### src/rtl/apb_slave_mem.sv
// Word-addressed APB slave memory with a fixed wait-state count and error response.
// Accesses are latched in the setup phase; pready/pslverr are decoded from registers only.
module apb_slave_mem #(
    parameter int                    ADDR_WIDTH  = 32,
    parameter int                    DATA_WIDTH  = 32,
    parameter int                    DEPTH       = 64,
    parameter logic [ADDR_WIDTH-1:0] BASE_ADDR   = '0,
    parameter int                    WAIT_STATES = 0
) (
    input  logic                  pclk,
    input  logic                  presetn,
    input  logic [ADDR_WIDTH-1:0] paddr,
    input  logic                  psel,
    input  logic                  penable,
    input  logic                  pwrite,
    input  logic [DATA_WIDTH-1:0] pwdata,
    output logic                  pready,
    output logic [DATA_WIDTH-1:0] prdata,
    output logic                  pslverr
);

    localparam int IDX_W = (DEPTH > 1) ? $clog2(DEPTH) : 1;
    // One extra bit so BASE_ADDR + DEPTH*4 cannot wrap at the top of the address space.
    localparam logic [ADDR_WIDTH:0] LIMIT = {1'b0, BASE_ADDR} + (ADDR_WIDTH+1)'(DEPTH * 4);

    localparam logic [0:0] IDLE   = 1'b0;
    localparam logic [0:0] ACCESS = 1'b1;

    logic [0:0]            state_q, state_d;
    logic [3:0]            cnt_q, cnt_d;
    logic                  write_q, write_d;
    logic                  err_q, err_d;
    logic [IDX_W-1:0]      idx_q, idx_d;
    logic [DATA_WIDTH-1:0] prdata_q, prdata_d;
    logic [DATA_WIDTH-1:0] mem_q [DEPTH];
    logic                  mem_we;

    logic [ADDR_WIDTH-1:0] offset;
    logic [IDX_W-1:0]      setup_idx;
    logic                  addr_err;

    assign offset    = paddr - BASE_ADDR;
    assign setup_idx = IDX_W'(offset >> 2);
    assign addr_err  = (paddr[1:0] != 2'b00) || (paddr < BASE_ADDR) || ({1'b0, paddr} >= LIMIT);

    assign pready  = (state_q == ACCESS) && (cnt_q == 4'd0);
    assign pslverr = pready && err_q;
    assign prdata  = prdata_q;

    always_comb begin
        state_d  = state_q;
        cnt_d    = cnt_q;
        write_d  = write_q;
        err_d    = err_q;
        idx_d    = idx_q;
        prdata_d = prdata_q;
        mem_we   = 1'b0;
        case (state_q)
            IDLE: begin
                if (psel && !penable) begin
                    state_d  = ACCESS;
                    write_d  = pwrite;
                    err_d    = addr_err;
                    idx_d    = setup_idx;
                    cnt_d    = 4'(WAIT_STATES);
                    prdata_d = (!pwrite && !addr_err) ? mem_q[setup_idx] : '0;
                end
            end
            default: begin
                // Deselect mid-transfer is an abort: back to IDLE with no write.
                if (!psel) begin
                    state_d = IDLE;
                    cnt_d   = 4'd0;
                end else if (cnt_q != 4'd0) begin
                    cnt_d = cnt_q - 4'd1;
                end else if (penable) begin
                    state_d = IDLE;
                    mem_we  = write_q && !err_q;
                end
            end
        endcase
    end

    always_ff @(posedge pclk or negedge presetn) begin
        if (!presetn) begin
            state_q  <= IDLE;
            cnt_q    <= 4'd0;
            write_q  <= 1'b0;
            err_q    <= 1'b0;
            idx_q    <= '0;
            prdata_q <= '0;
        end else begin
            state_q  <= state_d;
            cnt_q    <= cnt_d;
            write_q  <= write_d;
            err_q    <= err_d;
            idx_q    <= idx_d;
            prdata_q <= prdata_d;
        end
    end

    always_ff @(posedge pclk or negedge presetn) begin
        if (!presetn) begin
            for (int i = 0; i < DEPTH; i++) begin
                mem_q[i] <= '0;
            end
        end else if (mem_we) begin
            mem_q[idx_q] <= pwdata;
        end
    end

endmodule

### config.mk
export PLATFORM = sky130hd
export DESIGN_NAME = apb_slave_mem
export DESIGN_NICKNAME = d
export VERILOG_FILES = /design/src/rtl/apb_slave_mem.sv
export SDC_FILE = /design/constraint.sdc
export NUM_CORES = 2
export LEC_CHECK = 0
export CAP_MARGIN = 0
export CORE_MARGIN = 5
export CORE_UTILIZATION = 26
export CTS_BUF_LIST = sky130_fd_sc_hd__clkbuf_8
export CTS_CLUSTER_DIAMETER = 80
export CTS_CLUSTER_SIZE = 40
export DETAILED_ROUTE_END_ITERATION = 8
export SLEW_MARGIN = 20
export SYNTH_ARGS = -nofsm -noshare
export SYNTH_HDL_FRONTEND = slang
export SYNTH_SLANG_ARGS = --single-unit
### constraint.sdc
create_clock -name pclk -period 3.2 [get_ports pclk]
set_clock_uncertainty 0.15 [all_clocks]
set_input_delay 0.64 -clock pclk [delete_from_list [all_inputs] [get_ports pclk]]
set_output_delay 0.64 -clock pclk [all_outputs]
set_load 0.1 [all_outputs]
==> flow_summary.toml <==
[status]
outcome = "finished clean"

[power]
comb_power_share_pct = 6.7
leakage_nw = 50.8
seqPwrFrac_pct = 61.9
ir_drop_mv = 0.343
power.density_mw_per_mm2 = 398
swShare_pct = 27.4
clockPowerShare_pct = 31.4
intPower_mw = 31.2
switchingPower_mw = 11.8
p_total_mw = 43.0

[final_layout]
area_growth_syn_to_layout_pct = 13.4
final_common_cell = "dfrtp_1"
fin_area_mm2 = 0.108
layout-drive-gt1-share_pct = 53.9
final_cell_mix = "dfrtp_1 (2093), mux2_2 (2057), mux4_2 (494)"
nets = 6210

[clock_tree]
htreeDepth = 3
cts_buffers = 90
clkSlewWorstSetupHoldPaths_ns = 0.21
cts_root_buffer = "clkbuf_8"
clock_latency_ns = 0.96
tritoncts = "yes"
cts_sinks = 2093
clock_path_buffers = 3

[timing]
drv_slew = 0
timing.fmax_mhz = 328
tightest_slew_ns = 1.11
final-setup-viol-count = 0
fin_crit_ns = 3.05
hold_viol = 0
relSlewSlack_pct = 26.3
fin_crit_sh_pct = 95.4

[die]
initial_core_util_pct = 26.1
rows = 222
core_area_mm2 = 0.365
die_h_um = 615
io_pins = 103
die-area_mm2 = 0.378
die_w_um = 615

[critical_path]
critPathRequiredTime_ns = 2.41
cp_max_fo = 3
arrival_ns = 2.26
path_cells = "inv_2 > ha_4 > nor3b_4 > buf_6 > and3_4 > buf_12"
rrSetupSlack_ns = 0.27
criticalPathCategory = "reg2out"
r2r-start = "cnt_q[0]$_DFFE_PN0P_"
cp-endpoint = "pslverr"
cpMaxStageDelayCell = "dfrtp_1"
r2r.worst_path.cells = 10
cp-start-kind = "flop"
critPathLaunch = "cnt_q[0]$_DFFE_PN0P_"
end_kind = "primary output"
max_stage_delay_ns = 0.43
rr_endpoint = "mem_q[777]$_DFFE_PN0P_"

[drt]
ant_nets = 0
drtIter0Drc = 3320
drt_first_pass_iters = 4
wl_per_cell_um = 23.4
vias_per_cell = 4.82
drc_errors = 0
route.vias.total = 53193
wl_um = 258000

[logic_synthesis]
synth_seq_area_share_pct = 55.0
yosysTopAreaCellShare_pct = 55.0
syn_area_mm2 = 0.0952
postSynthAreaPerCell_um2 = 15.6
synth_cell_type_count = 59
async_flop_share_pct = 100
yosysWarningCount = 0
syn-instance-count = 6086
synth-edff-count = 0
synthesis.nets = 6156
ys_seq_elements = 2093
synth.area.top_cells = "dfrtp_1 (55%), mux2_2 (24%), mux4_2 (12%)"
synth_top_area_cell = "dfrtp_1"
synthFlopType = "dfrtp_1"

[global_route]
grtUsageTotal_pct = 13.4
first_global_vias = 58320
grt_pass1_wl_um = 393000
grt_max_degree = 156
grt_antenna_before_repair = 20
grt_overflow = 0

[hold_path]
hold_path.class = "in2async"

[placement]
finalWeightedCongestion = 0.805
io_buffers = 102
placed_cell_area_mm2 = 0.105
dp_hpwl_um = 175000

[job]
timing.max_cap.violations = 0
[state kept, by name, summed over array words and instances (netlist names)]
register	cells
state_q	1
err_q	1
cnt_q	4
mem_q	2048
write_q	1
prdata	32
idx_q	6
[Yosys cell counts (3+ instances only)]
cell type,count
a32o_1,7
nor2b_1,12
clkbuf_1,258
a211oi_1,7
and2_1,4
nand3_1,30
mux4_2,494
and3b_1,3
a221oi_1,9
a22oi_1,40
buf_6,5
a32oi_1,40
nand2b_1,8
nor4_1,9
o21a_1,5
o31ai_1,7
nand4_1,4
o22ai_1,4
nor3_1,16
o21ai_0,80
and3_1,5
nor3b_1,7
inv_1,6
buf_4,155
mux2_2,2057
mux2i_1,196
buf_2,148
nor2_1,87
or3b_2,3
o211ai_1,8
nand4b_2,3
nand2_1,179
a22o_1,6
a2111oi_0,3
a21oi_1,11
buf_1,50
dfrtp_1,2093
[layout make-up]
cell class | count | area (um2)
antenna | 14 | 35.0
clock buffer | 92 | 1270
clock inverter | 75 | 1320
fill | 35948 | 257000
inverter | 7 | 31.3
multi-input combinational | 3370 | 40100
sequential | 2093 | 52400
tap | 4816 | 6030
timing repair buffer | 578 | 6820
[per-stage QoR]
step	hold slack [ns]	instances	setup TNS [ns]	utilization [%]	worst slack [ns]
floorplan	0.194	6086	0	-	0.577
detailed placement	0.321	10854	-185.24	28.8	-0.195
CTS	0.00983	11028	0	29.5	0.0165
global route	0.0257	11043	-0.0284	29.6	-0.0150
finish	0.0870	11045	0	29.6	0.148
global placement	0.315	10854	-168.35	28.8	-0.172
[layer usage]
metal  vias to the layer above  global-route usage, %  part of all wire [%]
li1                      22486                      -                     -
met4                         0                   4.52                   3.6
met1                     29536                   17.6                    43
met3                       315                   1.27                   3.0
met2                       856                   23.3                    50
met5                         -                      0                     0
[worst min path at each step]
stage | from | endpoint | slack, ns | cells after the start
floorplan | presetn | cnt_q[0]$_DFFE_PN0P_ | 0.19 | 0
global placement | write_q$_DFFE_PN0P_ | write_q$_DFFE_PN0P_ | 0.31 | 2
detailed placement | write_q$_DFFE_PN0P_ | write_q$_DFFE_PN0P_ | 0.32 | 2
CTS | paddr[5] | idx_q[3]$_DFFE_PN0P_ | 0.01 | 3
global route | presetn | mem_q[1144]$_DFFE_PN0P_ | 0.03 | 2
finish | presetn | mem_q[1144]$_DFFE_PN0P_ | 0.09 | 2
[cells by family after synthesis]
logic type                 synth area share (%)
DFF                                        55.0
adders and majority gates                0.0131
xor gates and xnor gates                 0.0184
and+or+nand+nor                            1.85
buffers and inverters                      3.30
AOI/OAI and AO/OA                          1.75
muxes                                      38.1
[power groups by stage]
stage                     registers, mW  logic, mW  clock network (mW)
final                              26.6       2.86                13.5
after global routing               26.6       3.10                14.9
after CTS                          26.6       2.90                14.0
after detailed placement           27.1       2.89                   0
after global placement             27.1       2.83                   0
after floorplan                    27.0       1.24                   0
[worst max-delay path: cells and delay by family (launching register included)]
kind / cells / cell delay [ns]
adders and majority gates: 1 / 0.13
buffers and inverters: 3 / 0.40
DFF: 1 / 0.43
and+or+nand+nor: 2 / 0.40
[repair_timing]
item,4_1_cts,5_1_grt
hold endpoints to repair,686,0
gates resized for setup,3,4
gates cloned,0,0
endpoints found under the setup margin,2,2
pin swaps,0,1
hold buffers,4,0
setup buffers,3,2
Power figures use the tool's default switching activity.
